**src/rtl/branch_predict_ctrl.sv**
```systemverilog
// Fetch-stage next-PC controller: BHT of 2-bit counters trained from EX,
// plus a circular return address stack for call/return prediction.
module branch_predict_ctrl #(
   parameter int unsigned BHT_AW    = 6,
   parameter int unsigned RAS_DEPTH = 8
) (
   input  logic                         clk,
   input  logic                         rst_n,
   input  logic                         if_valid,
   input  logic                         if_stall,
   input  logic [31:0]                  if_pc,
   input  logic                         jal,
   input  logic                         jalr,
   input  logic                         B_type,
   input  logic [4:0]                   Rd,
   input  logic [4:0]                   Rs1,
   input  logic [31:0]                  imme,
   output logic                         pred_taken,
   output logic [31:0]                  pred_pc,
   input  logic                         ex_upd_valid,
   input  logic [31:0]                  ex_pc,
   input  logic                         ex_taken,
   output logic [$clog2(RAS_DEPTH):0]   ras_count
);

   localparam int unsigned BHT_N  = 1 << BHT_AW;
   localparam int unsigned RAS_PW = $clog2(RAS_DEPTH);
   localparam int unsigned CNT_W  = RAS_PW + 1;
   localparam logic [CNT_W-1:0] CNT_FULL = CNT_W'(RAS_DEPTH);

   function automatic logic is_link(input logic [4:0] r);
      return (r == 5'd1) || (r == 5'd5);
   endfunction

   logic [1:0]        bht_q [BHT_N];
   logic [1:0]        bht_cur;
   logic [1:0]        bht_nxt;
   logic [BHT_AW-1:0] if_idx;
   logic [BHT_AW-1:0] ex_idx;

   logic [31:0]       ras_q [RAS_DEPTH];
   logic [31:0]       ras_d [RAS_DEPTH];
   logic [RAS_PW-1:0] ptr_q, ptr_d, ptr_m1;
   logic [CNT_W-1:0]  cnt_q, cnt_d;

   logic [31:0]       pc_plus4;
   logic [31:0]       pc_br;
   logic              is_call;
   logic              is_ret;
   logic              ras_nonempty;
   logic              unused_ex_pc_bits;

   assign if_idx            = if_pc[BHT_AW+1:2];
   assign ex_idx            = ex_pc[BHT_AW+1:2];
   assign unused_ex_pc_bits = ^{ex_pc[31:BHT_AW+2], ex_pc[1:0]};
   assign pc_plus4          = if_pc + 32'd4;
   assign pc_br             = if_pc + imme;
   assign ptr_m1            = ptr_q - RAS_PW'(1);
   assign ras_nonempty      = (cnt_q != '0);
   assign ras_count         = cnt_q;

   // A link-to-link jalr with distinct registers is both a return and a call,
   // so it predicts from the stack and then replaces the top.
   assign is_call = (jal | jalr) && is_link(Rd);
   assign is_ret  = jalr && is_link(Rs1) &&
                    ((Rd == 5'd0) || (is_link(Rd) && (Rd != Rs1)));

   always_comb begin
      pred_taken = 1'b0;
      pred_pc    = pc_plus4;
      if (if_valid) begin
         if (jal) begin
            pred_taken = 1'b1;
            pred_pc    = pc_br;
         end else if (is_ret && ras_nonempty) begin
            pred_taken = 1'b1;
            pred_pc    = ras_q[ptr_m1];
         end else if (jalr) begin
            pred_taken = 1'b0;
         end else if (B_type && bht_q[if_idx][1]) begin
            pred_taken = 1'b1;
            pred_pc    = pc_br;
         end
      end
   end

   always_comb begin
      bht_cur = bht_q[ex_idx];
      bht_nxt = bht_cur;
      if (ex_taken) begin
         if (bht_cur != 2'b11) bht_nxt = bht_cur + 2'd1;
      end else begin
         if (bht_cur != 2'b00) bht_nxt = bht_cur - 2'd1;
      end
   end

   always_comb begin
      ras_d = ras_q;
      ptr_d = ptr_q;
      cnt_d = cnt_q;
      if (if_valid && !if_stall) begin
         if (is_call && is_ret && ras_nonempty) begin
            ras_d[ptr_m1] = pc_plus4;
         end else if (is_call) begin
            ras_d[ptr_q] = pc_plus4;
            ptr_d        = ptr_q + RAS_PW'(1);
            if (cnt_q != CNT_FULL) cnt_d = cnt_q + CNT_W'(1);
         end else if (is_ret && ras_nonempty) begin
            ptr_d = ptr_m1;
            cnt_d = cnt_q - CNT_W'(1);
         end
      end
   end

   always_ff @(posedge clk or negedge rst_n) begin
      if (!rst_n) begin
         for (int unsigned i = 0; i < BHT_N; i++) bht_q[i] <= 2'b01;
      end else if (ex_upd_valid) begin
         bht_q[ex_idx] <= bht_nxt;
      end
   end

   always_ff @(posedge clk or negedge rst_n) begin
      if (!rst_n) begin
         for (int unsigned i = 0; i < RAS_DEPTH; i++) ras_q[i] <= '0;
         ptr_q <= '0;
         cnt_q <= '0;
      end else begin
         ras_q <= ras_d;
         ptr_q <= ptr_d;
         cnt_q <= cnt_d;
      end
   end

endmodule

```
**config.mk**
```make
export PLATFORM = sky130hd
export DESIGN_NAME = branch_predict_ctrl
export DESIGN_NICKNAME = d
export VERILOG_FILES = /design/src/rtl/branch_predict_ctrl.sv
export SDC_FILE = /design/constraint.sdc
export NUM_CORES = 1
export LEC_CHECK = 0
export ABC_AREA = 0
export CAP_MARGIN = 40
export CORE_ASPECT_RATIO = 0.75
export CORE_MARGIN = 10
export CORE_UTILIZATION = 59
export DETAILED_ROUTE_END_ITERATION = 8
export PLACE_DENSITY_LB_ADDON = 0.08
export SYNTH_ARGS = -nofsm -noshare
export SYNTH_HDL_FRONTEND = slang
export SYNTH_SLANG_ARGS = --single-unit
```
**constraint.sdc**
```tcl
create_clock -name clk -period 5.4 [get_ports clk]
set_input_delay 1.08 -clock clk [delete_from_list [all_inputs] [get_ports clk]]
set_output_delay 1.08 -clock clk [all_outputs]
set_load 0.02 [all_outputs]
```
==> results.yml, run 1 <==
logic_synthesis:
  syn_area_mm2: 0.0203
  synth_area_per_cell_um2: 9.83
  synthArstFlopShare_pct: 100
  netlist_instances: 2068
  ys_warn_count: 0
  yosys_most_used_dff: "dfrtp_1"
  synth-seq-cells: 391
  synth_top_area_share_pct: 40.3
  syn_nets: 2221
  synthTopCellsByArea: "dfrtp_1, dfstp_2, o21ai_0"
  ys_seq_area_share_pct: 48.5
  synth.distinct_cells: 67
  synth_edf_count: 0
  yosys-top-cells-count: "nand2_1, dfrtp_1, o21ai_0"
  synth_top_area_cell: "dfrtp_1"
  synthMostInstantiatedCell: "nand2_1"
drt:
  drt.antenna.violating_nets: 0
  drc: 0
  drtIter0Drc: 2342
  drt-pass1-iter-count: 6
  vias_per_cell: 6.45
  vias: 17900
  finalWirelength_mm: 66.8
  wl_per_cell_um: 24.2
setup_path:
  critPathKind: "input pin to output pin"
  arrival_ns: 4.24
  max_stage_delay_ns: 0.47
  path_cells: "clkdlybuf4s50_1 -> ha_1 -> nand3_1 -> nor4_1 -> nor3_1 -> buf_4 -> a2111oi_2 -> buf_4 -> o21bai_4 -> o21ai_2 -> buf_4 -> nand4_1 -> a31oi_2 -> a211oi_1 -> dlygate4sd2_1"
  start_kind: "input pin"
  critPathMaxFanout: 4
  cp-end-kind: "output pin"
  crit_top_cell: "buf_4"
  regToRegSetupSlack_ns: 2.00
  crit_slowest_cell: "clkdlybuf4s50_1"
  crit_required_ns: 4.32
  crit_buf_inv: 5
  critPathTopFamily: "buffers and inverters"
sta:
  final.setup.worst_slack_ns: 0.0783
  rsz0062_at_grt: "yes"
  fin_crit_ns: 5.32
  whs_ns: 0.482
  setup_violations: 0
  skew_ns: 0.0221
  worst_pin_slew_ns: 0.952
  slew_headroom_pct: 36.5
  fmax_ghz: 0.188
  drv_slew: 0
  hold_viol: 0
  fin_crit_sh_pct: 98.5
pwr:
  swShare_pct: 32.8
  power.internal_uw: 5750
  comb_power_share_pct: 26.5
  leakage_uw: 0.0106
  power_frac_clock_pct: 32.9
  vdd_drop_max_v: 0.000348
  switchingPower_uw: 2810
  pwr-share-seq_pct: 40.6
  cellPowerDensity_mw_per_mm2: 348
floorplanning:
  rows: 58
  die_area_mm2: 0.0423
  die_height_um: 181
  fp.coreArea_mm2: 0.0337
  ioPinCount: 152
  start_util_pct: 60.2
  die_w_um: 234
clock_tree:
  clkSlewWorstSetupHoldPaths_ns: 0.06
  clockRootBuffer: "clkbuf_16"
  ctsLongestPathBuffers: 3
  cts_tree: "yes"
  clkSinkCount: 391
  clock_latency_ns: 0.55
  numCtsBuffers: 40
  htree_num_levels: 2
finish:
  area_growth_pct: 21.2
  multi_input_area_mm2: 0.0101
  regArea_mm2: 0.00986
  num-nets-final: 2438
  num-fill-cells: 2469
  drive_above_1_share_pct: 21.6
global_route:
  grt-ovfl-total: 0
  grt_pass1_vias: 17800
  grt_use_total_pct: 31.6
  antenna_found_initial: 1
  grt_max_degree: 130
  grt_pass1_wl_mm: 104
min_path:
  hold_class: "register to register"
placed_design:
  gp_congestion: 1.00
  portBuffers: 125
  pre_cts_ws_ns: -0.571
  hpwl_mm: 47.2
outcome:
  status: "finished clean"
job:
  maxCapViolations: 0
## registers in the layout (all words and copies together) (netlist names)
| signal | flops |
|---|---|
| bht_q | 128 |
| ptr_q | 3 |
| ras_count | 4 |
| ras_q | 256 |
## kinds of logic after synthesis
family          Yosys count  synth area share (%)
fa+ha+maj                38                  2.41
buf+inv                 144                  3.12
simple gates            624                  13.2
flops                   391                  48.5
compound gates          647                  19.3
mux                     156                  10.5
xor+xnor                 68                  2.93
## final timing paths
check                          from           to  cells past startpoint
setup / recovery           if_pc[6]  pred_pc[31]                     15
hold / removal             ras_q[5]     ras_q[5]                      2
setup reg to reg           ptr_q[0]    ras_q[96]                     11
hold reg to reg            ras_q[5]     ras_q[5]                      2
max in group asynchronous     rst_n   ras_q[156]                      2
min in group asynchronous     rst_n     bht_q[7]                      1
## power groups by stage
stage                     clock network (uW)  logic, uW  registers [uW]
after CTS                               2840       2210            3480
after detailed placement                   0       2200            3520
after global routing                    2960       2400            3510
final                                   2820       2270            3480
after global placement                     0       2160            3500
after floorplan                            0       1170            3460
## layer usage
layer  part of all wire (%)  track usage (%)  vias to the layer above
met5                   0.19             2.28                        -
met4                    2.3             7.55                        2
met3                     12             10.2                      117
met2                     44             46.2                      913
met1                     42             44.5                     8882
li1                       -                -                     7940
## layout by cell type, fill, tap and decap left out, types with 31 or more instances in the layout
master,n
o21ai_0,312
nand3_1,47
a22oi_1,86
buf_4,170
nand2_1,359
dfstp_2,64
nor2_1,106
clkdlybuf4s50_1,84
xor2_1,31
mux4_2,36
a21oi_1,79
mux2_2,98
a22o_1,31
dfrtp_1,327
clkbuf_16,42
ha_1,35
xnor2_1,35
a221oi_1,35
## tightest hold or removal path, delay by kind of cell (launching register included)
kind | cells | cell delay [ns]
flops | 1 | 0.34
simple gates | 1 | 0.05
compound gates | 1 | 0.06
## per-stage QoR
stage | util [%] | instance area (um2) | cells | TNS (ns) | power, uW
final | 73.0 | 24600 | 2767 | 0 | 8570
after global routing | 73.0 | 24600 | 2767 | -0.160 | 8870
after CTS | 72.8 | 24600 | 2765 | 0 | 8530
after detailed placement | 68.9 | 23300 | 2692 | -6.56 | 5720
after global placement | 68.7 | 23200 | 2686 | -6.05 | 5660
after floorplan | - | 20300 | 2068 | 0 | 4630
## final cells by class
type	instances	area share (%)
Sequential cell	391	40.1
Antenna cell	1	0.0102
Clock buffer	66	4.96
Tap cell	450	2.29
Multi-Input combinational cell	1533	41.0
Clock inverter	7	0.417
Inverter	11	0.168
Timing Repair Buffer	308	11.1
## what timing repair did
action | 4_1_cts | 5_1_grt
pin swaps | 0 | 4
endpoints found under the setup margin | 28 | 27
setup buffers | 0 | 1
gates resized for setup | 49 | 24
hold buffers | 0 | 0
(Power assumes the default switching activity.)
==> run 2, diff against run 1 <==
SKIP_CTS_REPAIR_TIMING = 1   (was default)
==> results.yml, run 2 (synthesized netlist as in run 1, its figures left out) <==
finish:
  final_common_cell: "nand2_1"
  largest_reg_flops: 256
  layout_common_cells: "nand2_1, dfrtp_1, o21ai_0"
  num-nets-final: 2441
  top_register: "ras_q"
  area_growth_pct: 21.6
  drive_above_1_share_pct: 21.8
  final_area_mm2: 0.0247
  num-fill-cells: 2442
  fin_util_pct: 73.3
setup_path:
  rr_endpoint: "ras_q[96]"
  start_kind: "input pin"
  crit_required_ns: 4.32
  critPathKind: "input pin to output pin"
  cp-end-kind: "output pin"
  arrival_ns: 4.27
  timing.rr.start: "ptr_q[0]"
  reg2reg_depth: 10
  regToRegSetupSlack_ns: 1.89
  critPathMaxFanout: 11
pwr:
  leakage_uw: 0.0108
  vdd_drop_max_v: 0.000376
  pwr-share-seq_pct: 40.4
  power_frac_clock_pct: 32.8
  power.internal_uw: 5760
  comb_power_share_pct: 26.8
  cellPowerDensity_mw_per_mm2: 348
  switchingPower_uw: 2840
  swShare_pct: 33.0
placed_design:
  placed_area_mm2: 0.0233
  portBuffers: 125
  hpwl_mm: 47.2
  pre_cts_ws_ns: -0.571
  gp_congestion: 1.00
drt:
  drt.antenna.violating_nets: 0
  drtIter0Drc: 2254
  vias_per_cell: 6.49
  drt-pass1-iter-count: 7
  wl_met3_mm: 8.10
  wl_met1_mm: 28.0
  wl_per_cell_um: 24.3
  finalWirelength_mm: 67.2
  highest_layer: "met5"
  dr_wl_met2_mm: 29.3
  vias: 18000
  drc: 0
sta:
  setup_violations: 0
  fmax_ghz: 0.187
  fin_crit_sh_pct: 99.0
  worst_pin_slew_ns: 0.935
  fin_crit_ns: 5.35
  skew_ns: 0.0252
  whs_ns: 0.481
  slew_headroom_pct: 37.6
  rsz0062_at_grt: "no"
  hold_viol: 0
  final.setup.worst_slack_ns: 0.0521
  drv_slew: 0
clock_tree:
  cts_tree: "yes"
  clockRootBuffer: "clkbuf_16"
  htree_num_levels: 2
  numCtsBuffers: 40
  ctsLongestPathBuffers: 3
  clock_latency_ns: 0.56
  clkSinkCount: 391
  clkSlewWorstSetupHoldPaths_ns: 0.06
global_route:
  grt_pass1_vias: 17800
  grt_max_degree: 130
  antenna_found_initial: 1
  grt_pass1_wl_mm: 104
  grt-ovfl-total: 0
  grt_use_total_pct: 31.5
floorplanning:
  die_area_mm2: 0.0423
  ioPinCount: 152
  die_height_um: 181
  rows: 58
  die_w_um: 234
  fp.coreArea_mm2: 0.0337
  start_util_pct: 60.2
min_path:
  hold_depth: 2
  hold_end: "ras_q[148]"
  hold_start: "ras_q[148]"
  hold_class: "register to register"
outcome:
  status: "finished clean"
job:
  maxCapViolations: 0
[run 2: changes by cell type in the layout (fill, tap and decap cells not counted), moves of 2 or more]
cell             change
dlygate4sd2_1       -19
dlymetal6s2s_1      +19
buf_2                -5
buf_4                +5
clkbuf_2             +3
clkdlybuf4s15_1      -3
clkdlybuf4s50_1      +3
a21oi_1              -2
a21oi_2              +2
[run 2: worst max-delay path by stage]
stage               startpoint          end  slack (ns)  cells past startpoint
global placement      if_pc[1]  pred_pc[31]       -0.58                     15
CTS                   if_pc[1]  pred_pc[31]       -0.58                     15
finish                if_pc[5]   pred_pc[0]        0.05                     12
floorplan             if_pc[0]  pred_pc[28]        0.71                     11
detailed placement    if_pc[1]  pred_pc[31]       -0.57                     15
global route          if_pc[0]  pred_pc[28]       0.002                     15
[run 2: area by class of cell]
type / instances / area, um2 / share of cell area [%]
diodes: 1 / 2.50 / 0.0101
clock buffers: 66 / 1220 / 4.94
clock inverters: 7 / 103 / 0.415
inverters: 11 / 41.3 / 0.167
multi-input cells: 1534 / 10100 / 40.9
flip-flops and latches: 391 / 9860 / 39.9
well taps: 450 / 563 / 2.28
repair buffers: 310 / 2810 / 11.4
[run 2: worst max-delay path, stage by stage]
cell             delay, ns
clkdlybuf4s50_1       0.53
buf_4                 0.26
mux2i_1               0.16
mux4_2                0.51
o22ai_2               0.22
nor2_2                0.10
a21o_1                0.21
inv_2                 0.20
buf_4                 0.16
nor2_1                0.04
a21oi_1               0.15
clkdlybuf4s50_1       0.65
[run 2: power by group through the flow]
stage	clock, uW	sequential, uW	combinational, uW
after floorplan	0	3460	1170
after global placement	0	3500	2160
after detailed placement	0	3520	2200
after CTS	2840	3470	2220
after global routing	2960	3510	2440
final	2820	3480	2310
[run 2: layer usage]
metal | vias to the layer above | global-route usage [%]
met5 | - | 2.28
met4 | 2 | 7.55
met3 | 128 | 10.3
met2 | 979 | 46.2
met1 | 8909 | 44.4
li1 | 7956 | -
[run 2: stage by stage]
| step | cells | total power [uW] | setup TNS, ns |
|---|---|---|---|
| 2_1_floorplan | 2068 | 4630 | 0 |
| 3_3_place_gp | 2686 | 5660 | -6.05 |
| 3_5_place_dp | 2692 | 5720 | -6.56 |
| 4_1_cts | 2765 | 8540 | -7.15 |
| 5_1_grt | 2770 | 8910 | 0 |
| 6_report | 2770 | 8610 | 0 |
